$ cat config.mk
export PLATFORM = sky130hd
export DESIGN_NAME = dbg_trace_recorder
export DESIGN_NICKNAME = d
export VERILOG_FILES = /design/src/rtl/dbg_trace_pkg.sv /design/src/rtl/trace_fifo_2w1r.sv /design/src/rtl/dbg_trace_recorder.sv
export SDC_FILE = /design/constraint.sdc
export NUM_CORES = 1
export LEC_CHECK = 0
export BUFFER_PORTS_ARGS = -buffer_cell sky130_fd_sc_hd__buf_2
export CORE_UTILIZATION = 60
export CTS_BUF_LIST = sky130_fd_sc_hd__clkbuf_2
export DETAILED_ROUTE_END_ITERATION = 6
export PLACE_DENSITY = 0.73
export SYNTH_ARGS = -nofsm -noshare
export SYNTH_HDL_FRONTEND = slang
export SYNTH_HIERARCHICAL = 1
export SYNTH_SLANG_ARGS = --single-unit
export TNS_END_PERCENT = 5
$ cat constraint.sdc
create_clock -name clk -period 11.8 [get_ports clk]
set_clock_uncertainty 0.15 [all_clocks]
set_input_delay 0.59 -clock clk [delete_from_list [all_inputs] [get_ports clk]]
set_output_delay 0.59 -clock clk [all_outputs]
set_load 0.05 [all_outputs]
$ cat src/rtl/dbg_trace_pkg.sv
// Shared definitions for the debug trace recorder: record layout, type codes and a packing helper.
package dbg_trace_pkg;

    localparam int REC_W    = 34;
    localparam int TYPE_MSB = 33;
    localparam int TYPE_LSB = 32;
    localparam int PC_MSB   = 31;
    localparam int PC_LSB   = 24;
    localparam int ADDR_MSB = 23;
    localparam int ADDR_LSB = 16;
    localparam int DATA_MSB = 15;
    localparam int DATA_LSB = 0;

    typedef logic [1:0]       rec_type_t;
    typedef logic [REC_W-1:0] rec_t;

    localparam rec_type_t TYPE_REG_WR = 2'b00;
    localparam rec_type_t TYPE_RAM_WR = 2'b01;
    localparam rec_type_t TYPE_DROP   = 2'b11;

    function automatic rec_t pack_rec(input rec_type_t t, input logic [7:0] pc,
                                      input logic [7:0] addr, input logic [15:0] data);
        rec_t r;
        r                    = '0;
        r[TYPE_MSB:TYPE_LSB] = t;
        r[PC_MSB:PC_LSB]     = pc;
        r[ADDR_MSB:ADDR_LSB] = addr;
        r[DATA_MSB:DATA_LSB] = data;
        return r;
    endfunction

endpackage

$ cat src/rtl/trace_fifo_2w1r.sv
// Two-write / one-read FIFO for trace records; up to two pushes and one pop per cycle.
module trace_fifo_2w1r
    import dbg_trace_pkg::*;
#(
    parameter  int DEPTH = 16,
    localparam int PTR_W = $clog2(DEPTH),
    localparam int LVL_W = PTR_W + 1
) (
    input  logic             clk,
    input  logic             rst,
    input  logic             push0_i,
    input  logic             push1_i,
    input  rec_t             data0_i,
    input  rec_t             data1_i,
    input  logic             pop_i,
    output rec_t             head_o,
    output logic             empty_o,
    output logic [LVL_W-1:0] count_o
);

    rec_t             mem_q [DEPTH];
    logic [PTR_W-1:0] wr_ptr_q, wr_ptr_d;
    logic [PTR_W-1:0] rd_ptr_q, rd_ptr_d;
    logic [PTR_W-1:0] wr_ptr_p1;
    logic [LVL_W-1:0] count_q, count_d;

    // push1_i is only ever raised together with push0_i, so slot1 always follows slot0.
    always_comb begin
        wr_ptr_p1 = wr_ptr_q + PTR_W'(1);
        wr_ptr_d  = wr_ptr_q + PTR_W'(push0_i) + PTR_W'(push1_i);
        rd_ptr_d  = rd_ptr_q + PTR_W'(pop_i);
        count_d   = count_q + LVL_W'(push0_i) + LVL_W'(push1_i) - LVL_W'(pop_i);
    end

    always_ff @(posedge clk) begin
        if (rst) begin
            wr_ptr_q <= '0;
            rd_ptr_q <= '0;
            count_q  <= '0;
        end else begin
            wr_ptr_q <= wr_ptr_d;
            rd_ptr_q <= rd_ptr_d;
            count_q  <= count_d;
        end
    end

    // NOTE: the storage array has no reset; stale entries are unreachable once the pointers clear.
    always_ff @(posedge clk) begin
        if (push0_i) mem_q[wr_ptr_q]  <= data0_i;
        if (push1_i) mem_q[wr_ptr_p1] <= data1_i;
    end

    assign empty_o = (count_q == '0);
    assign head_o  = empty_o ? '0 : mem_q[rd_ptr_q];
    assign count_o = count_q;

endmodule

$ cat src/rtl/dbg_trace_recorder.sv
// Packs CPU debug-tap writes into trace records, handles overflow with DROP records, buffers them for a reader.
module dbg_trace_recorder
    import dbg_trace_pkg::*;
#(
    parameter  int DEPTH = 16,
    parameter  int CNT_W = 16,
    localparam int LVL_W = $clog2(DEPTH) + 1
) (
    input  logic             clk,
    input  logic             rst,
    input  logic             trace_en,
    input  logic [7:0]       DBG_pc,
    input  logic             DBG_wr_rd,
    input  logic [3:0]       DBG_addr_rd,
    input  logic [15:0]      DBG_wdata_rd,
    input  logic             DBG_ram_wr,
    input  logic [7:0]       DBG_ram_waddr,
    input  logic [15:0]      DBG_ram_wdata,
    output logic             rd_valid,
    input  logic             rd_ready,
    output logic [REC_W-1:0] rd_data,
    output logic [LVL_W-1:0] level,
    output logic             overflow
);

    logic             ev_reg, ev_ram, pop, empty;
    logic [1:0]       n, drop_inc;
    logic [LVL_W:0]   free, n_w;
    rec_t             rec_reg, rec_ram, rec_drop, first_rec;
    logic             push0, push1;
    rec_t             data0, data1;
    logic [CNT_W-1:0] drop_cnt_q, drop_cnt_d;
    logic [CNT_W:0]   drop_sum;
    logic             overflow_q, overflow_d;

    assign ev_reg    = trace_en & DBG_wr_rd;
    assign ev_ram    = trace_en & DBG_ram_wr;
    assign n         = {1'b0, ev_reg} + {1'b0, ev_ram};
    assign n_w       = (LVL_W+1)'(n);
    assign pop       = rd_valid & rd_ready;
    // A same-cycle pop frees its slot for this cycle's pushes.
    assign free      = (LVL_W+1)'(DEPTH) - {1'b0, level} + (LVL_W+1)'(pop);

    assign rec_reg   = pack_rec(TYPE_REG_WR, DBG_pc, {4'h0, DBG_addr_rd}, DBG_wdata_rd);
    assign rec_ram   = pack_rec(TYPE_RAM_WR, DBG_pc, DBG_ram_waddr, DBG_ram_wdata);
    assign rec_drop  = pack_rec(TYPE_DROP, 8'h00, 8'h00, 16'(drop_cnt_q));
    assign first_rec = ev_reg ? rec_reg : rec_ram;

    always_comb begin
        push0      = 1'b0;
        push1      = 1'b0;
        data0      = first_rec;
        data1      = rec_ram;
        drop_inc   = 2'd0;
        drop_sum   = '0;
        drop_cnt_d = drop_cnt_q;
        overflow_d = overflow_q;
        if (drop_cnt_q == '0) begin
            if (free >= n_w) begin
                push0 = (n != 2'd0);
                push1 = (n == 2'd2);
            end else begin
                // Fewer free slots than events: REG_WR takes the one slot if any.
                push0    = (free != '0);
                drop_inc = n - free[1:0];
            end
        end else if (free >= n_w + (LVL_W+1)'(1)) begin
            // DROP record goes first; with two events the write port cap defers RAM_WR into a new drop.
            push0      = 1'b1;
            data0      = rec_drop;
            push1      = (n != 2'd0);
            data1      = first_rec;
            drop_cnt_d = (n == 2'd2) ? CNT_W'(1) : '0;
        end else begin
            drop_inc = n;
        end
        if (drop_inc != 2'd0) begin
            drop_sum   = {1'b0, drop_cnt_q} + (CNT_W+1)'(drop_inc);
            drop_cnt_d = drop_sum[CNT_W] ? '1 : drop_sum[CNT_W-1:0];
            overflow_d = 1'b1;
        end
    end

    always_ff @(posedge clk) begin
        if (rst) begin
            drop_cnt_q <= '0;
            overflow_q <= 1'b0;
        end else begin
            drop_cnt_q <= drop_cnt_d;
            overflow_q <= overflow_d;
        end
    end

    trace_fifo_2w1r #(.DEPTH(DEPTH)) u_fifo (
        .clk     (clk),
        .rst     (rst),
        .push0_i (push0),
        .push1_i (push1),
        .data0_i (data0),
        .data1_i (data1),
        .pop_i   (pop),
        .head_o  (rd_data),
        .empty_o (empty),
        .count_o (level)
    );

    assign rd_valid = ~empty;
    assign overflow = overflow_q;

endmodule

; Yosys cells after proc, flatten, opt, wreduce, memory -nomap -nowiden
; Memories as Yosys holds them, arrays and structs flattened. A register that Yosys moved wholly into a read port is not among the register bits.
; Cells that the tools add are included.
[classes]
eq_ne = 2
n_mux = 25
magnitude_cmp = 2
bitwise = 4
addsub = 13
reduce_logical = 7
[ops]
columns = op, count
row1 = $mux 34, 3
row2 = $mux 33, 3
row3 = $mux 16, 4
row4 = $add 16x2->17, 1
row5 = $logic_not 16->1, 1
row6 = $add 4x1->4, 3
row7 = $mux 1, 11
row8 = $add 5x1->5, 2
row9 = $add 6x1->6, 1
row10 = $ge 6x2->1, 1
row11 = $ge 6x3->1, 1
row12 = $mux 2, 3
row13 = $reduce_bool 2->1, 3
row14 = $reduce_bool 6->1, 1
row15 = $sub 5x5->6 const A, 1
row16 = $logic_not 5->1, 1
row17 = $sub 5x1->5, 1
row18 = $add 4x1->4 const B, 1
row19 = $mux 4, 1
row20 = $add 2x1->3 const B, 1
row21 = $and 1x1->1, 3
row22 = $add 1x1->2, 1
row23 = $eq 2x2->1 const B, 1
row24 = $ne 2x1->1 const B, 1
row25 = 3 further kinds, 3
[word_totals]
word_cells = 59
regBits = 30
inputBits = 58
ramBits = 544
memories = 1
[mem_list]
columns = memory, depth, word_bits, read_ports, rd_clocked_by_memory_dff, wr, line
row1 = u_fifo.mem_q, 16, 34, 1, 1, 2, trace_fifo_2w1r.sv:21  ; rec_t mem_q [DEPTH];

; Depth between registers and ports, before layout
[depth]
depth_word = 10
ltp_mapped = 23
mapped_depth_nobuf = 23

; Cells and area by module
; The synthesis kept the hierarchy.
[modules_own_cells]
columns = module, instances, cells_per_inst, area_per_inst_um2
row1 = trace_fifo_2w1r, 1, 1726, 28386.0
row2 = dbg_trace_recorder, 1, 324, 2194.6

; Worst setup path before layout
; Ideal clock, no wire load.
[synth_timing]
path_kind = register to register
startpoint = register u_fifo.count_q[3] (netlist: u_fifo/count_o[3])
endpoint = memory u_fifo/mem_q[0][0] (netlist bit) (enable)
stages_incl_launch_ff = 20
t_arrival_ps = 6537
slack_ps = 4635
required_time_ps = 11171
setup_time_ps = 479
cell_sequence = dfxtp_1 -> inv_1 -> ha_1 -> nor4b_2 -> inv_1 -> nand2_1 -> ha_1 -> inv_1 -> ha_1 -> ha_1 -> a21boi_0 -> o21ai_0 -> o211ai_4 -> nand2_2 -> buf_2 -> clkbuf_1 -> o21ai_0 -> nor2b_1 -> nand2b_1 -> o32ai_1
[synth_rtl]
columns = item, line
row1 = from (decl), trace_fifo_2w1r.sv:25  ; logic [LVL_W-1:0] count_q, count_d;
row2 = from (signal assigned), trace_fifo_2w1r.sv:43  ; count_q <= count_d;
row3 = to (decl), trace_fifo_2w1r.sv:21

==> impl_metrics.py <==
metrics = {
    "global_routing": {
        "grt_max_degree": 108,
        "grt_pass1_vias": 20490,
        "grt_pass1_wl_um": 128400,
        "antenna_found_initial": 2,
        "grt-ovfl-total": 0,
        "grt_usage_pct": 33.64,
    },
    "timing": {
        "period_minus_slack_ps": 7285,
        "max_slew_margin_pct": 4.730,
        "setup_ws_ps": 4515,
        "fin_hold_ws_ps": 81.06,
        "rsz0062_at_grt": "no",
        "setup_viol": 0,
        "report.final.slew_viol_count": 0,
        "setup_tns_ps": 0,
        "finalHoldViolCount": 0,
        "finalCritPeriodShare_pct": 61.74,
        "clock.fmax_mhz": 137.3,
        "worst_pin_slew_ps": 1422,
    },
    "cts": {
        "numCtsBuffers": 145,
        "path_clk_slew_ps": 100,
        "clockBufferDepth": 3,
        "cts_sinks": 574,
        "cts_root_buf": "clkbuf_2",
        "clk_latency_ps": 1360,
        "htree_levels": 4,
        "cts_tree": "yes",
    },
    "final_layout": {
        "nNetsFinal": 2322,
        "register_area_sq_mm": 0.01695,
        "drive_above_1_share_pct": 47.04,
        "multiInputGateArea_sq_mm": 0.01292,
        "stdcell_count": 3011,
        "n_fill_cell": 3618,
        "design_area_sq_mm": 0.03385,
        "areaGrowthSynthToFinish_pct": 10.68,
        "utilization_pct": 67.46,
    },
    "critical_path": {
        "slowest_stage": "dlygate4sd3_1",
        "r2r_start": "u_fifo/count_o[2]",
        "cp_max_fo": 44,
        "critPathKind": "reg -> reg",
        "path_buf_inv": 7,
        "worstPathRequired_ps": 12740,
        "max_stage_delay_ps": 800,
        "crit_path_start": "u_fifo/count_o[2]",
        "cp-start-kind": "register",
        "path_cells": "inv_1, ha_1, nor4b_2, inv_1, nand2_1, ha_1, inv_1, ha_1, ha_1, a21boi_0, o21ai_0, o211ai_4, nand2_2, buf_4, clkinv_2, nand2_4, mux2_2, dlygate4sd3_1, mux2_4, dlygate4sd3_1",
        "path_common_cell": "ha_1",
        "crit_family": "buffers and inverters",
        "cp.arrival_ps": 8220,
        "crit_path_end_kind": "register",
    },
    "die": {
        "die_area_sq_mm": 0.05187,
        "ios": 99,
        "core-area_sq_mm": 0.05017,
        "rows": 82,
        "initial_core_util_pct": 60.95,
        "dieWidth_um": 227.8,
        "die_h_um": 227.8,
    },
    "job": {
        "maxCapViolCount": 0,
    },
    "yosys": {
        "syn_area_per_cell_sq_um": 14.92,
        "synth.most_common_cell": "edfxtp_1",
        "synthFlopType": "edfxtp_1",
        "ys_ff_latch": 574,
        "synthDistinctLibCells": 66,
        "synthTopCellsByCount": "edfxtp_1, mux2_2, clkbuf_1",
        "synth_top_area_cell": "edfxtp_1",
        "synth_top_area_share_pct": 53.42,
        "synthArstFlopShare_pct": 0,
        "syn-cell-area_sq_mm": 0.03058,
        "synth_cells": 2050,
        "ys_warn_count": 6,
        "synth_area_leaders": "edfxtp_1, mux2_2, mux4_2, mux2i_1, dfxtp_1",
        "synth-edff-count": 544,
        "yosysSeqAreaShare_pct": 55.38,
    },
    "placement": {
        "dp_hpwl_um": 47790,
        "routabilityCongestion": 0.7966,
        "placed_area_sq_mm": 0.03171,
        "pre_cts_ws_ps": 5563,
        "place_inst": 2681,
        "io_buffers": 98,
    },
    "pwr": {
        "switching_power_mw": 2.894,
        "p_total_mw": 7.638,
        "power.leakage_nw": 11.67,
        "combPwrFrac_pct": 45.2,
        "clkPwrFrac_pct": 17.8,
        "seqPwrFrac_pct": 37.0,
        "internal-power_mw": 4.743,
        "p_per_area_mw_per_mm2": 225.6,
        "switching_share_pct": 37.90,
        "ir_worst_vdd_mv": 0.2201,
    },
    "routing": {
        "wl_um": 86080,
        "drtPass1Iterations": 6,
        "drtIter0Drc": 2015,
        "wl_per_cell_um": 28.59,
        "routed_via_density": 6.576,
        "ant_nets": 0,
        "drc": 0,
        "vias": 19800,
    },
    "worst_hold_path": {
        "hp-class": "in -> reg",
        "hold_start": "DBG_ram_wdata[7]",
    },
    "run_status": {
        "outcome": "finished, final reports clean",
    },
}
## cell usage in the layout, fill, tap and decap left out, types with 5 or more instances in the layout
| cell type | Yosys | routed |
|---|---|---|
| nor2_1 | 58 | 40 |
| buf_4 | 1 | 55 |
| conb_1 | 1 | 7 |
| mux4_2 | 103 | 103 |
| dfxtp_1 | 30 | 27 |
| inv_1 | 22 | 22 |
| dlygate4sd3_1 | 0 | 84 |
| nand3_1 | 68 | 65 |
| clkbuf_2 | 0 | 208 |
| clkinv_1 | 0 | 21 |
| xor2_1 | 5 | 5 |
| diode_2 | 0 | 5 |
| nor2_4 | 0 | 21 |
| inv_2 | 1 | 7 |
| a21oi_1 | 11 | 11 |
| nor2b_1 | 11 | 8 |
| buf_2 | 58 | 98 |
| mux2i_1 | 66 | 66 |
| o21ai_0 | 9 | 9 |
| mux2_2 | 535 | 535 |
| a31oi_1 | 17 | 15 |
| o211ai_1 | 35 | 35 |
| ha_1 | 20 | 20 |
| and2_1 | 13 | 13 |
| nand2_1 | 102 | 101 |
| nor3_1 | 10 | 7 |
| and3_1 | 8 | 8 |
| mux2_4 | 30 | 30 |
| nand2b_1 | 6 | 5 |
| edfxtp_1 | 544 | 544 |
| a22oi_1 | 67 | 67 |
| o21ai_1 | 7 | 7 |
| nand4_1 | 5 | 5 |
| xnor2_1 | 5 | 5 |
## path summary, 6_finish.rpt
kind,cells after the start,to,slack (ps)
worst min register to register,2,overflow,350
worst min-delay path,4,u_fifo/mem_q[3][7],80
worst max register to register,20,u_fifo/mem_q[3][12],4520
worst max-delay path,20,u_fifo/mem_q[3][12],4520
## state kept, by name, indices dropped and copies added, names as in the netlist
name	count
drop_cnt_q	16
u_fifo/wr_ptr_q	4
u_fifo/rd_ptr_q	4
u_fifo/mem_q	544
overflow	1
u_fifo/count_o	5
## kinds of logic (layout without fill, tap and decap cells)
family                     Yosys count  count (layout)  share of synthesized area, %
AOI/OAI and AO/OA                  173             173                         4.063
and+or+nand+nor                    308             308                         4.898
DFF                                574             574                         55.38
other                                1              12                       0.01226
xor gates and xnor gates            10              10                        0.2864
buffers and inverters              225             503                         3.322
adders and majority gates           24              24                         1.080
muxes                              735             735                         30.96
## power by group through the flow
| stage | Combinational, mW | Clock (mW) | Sequential, mW |
|---|---|---|---|
| floorplan | 2.53 | 0 | 2.84 |
| global placement | 3.25 | 0 | 2.86 |
| detailed placement | 3.33 | 0 | 2.87 |
| CTS | 3.42 | 1.39 | 2.83 |
| global route | 3.65 | 1.48 | 2.84 |
| finish | 3.45 | 1.36 | 2.83 |
## final cells by class
cell class | instances | area share [%]
tap | 672 | 2.484
antenna | 5 | 0.03697
clock inverter | 33 | 0.6913
timing repair buffer | 238 | 5.212
inverter | 24 | 0.2699
clock buffer | 208 | 3.076
sequential | 574 | 50.06
multi-input combinational | 1257 | 38.17
## worst register-to-register path, stage by stage, from the launching register on
cell and delay [ps]:
dfxtp_1 380, inv_1 100, ha_1 160, nor4b_2 600, inv_1 130, nand2_1 120
ha_1 160, inv_1 40, ha_1 310, ha_1 300, a21boi_0 130, o21ai_0 300
o211ai_4 200, nand2_2 150, buf_4 510, clkinv_2 530, nand2_4 630, mux2_2 450
dlygate4sd3_1 810, mux2_4 360, dlygate4sd3_1 560
## layer usage
| layer | global-route usage [%] | vias up | wire [um] |
|---|---|---|---|
| met1 | 44.10 | 10070 | 33210 |
| met5 | 0 | - | 0 |
| met3 | 7.488 | 189 | 7809 |
| li1 | - | 8471 | - |
| met4 | 13.98 | 0 | 3231 |
| met2 | 54.39 | 1075 | 41840 |
## repair_timing
item,CTS,global route
buffers inserted,0,0
gates resized for setup,0,0
hold buffers,84,0
endpoints found under the hold margin,541,0
No activity file was read; power rests on OpenSTA's default activity.
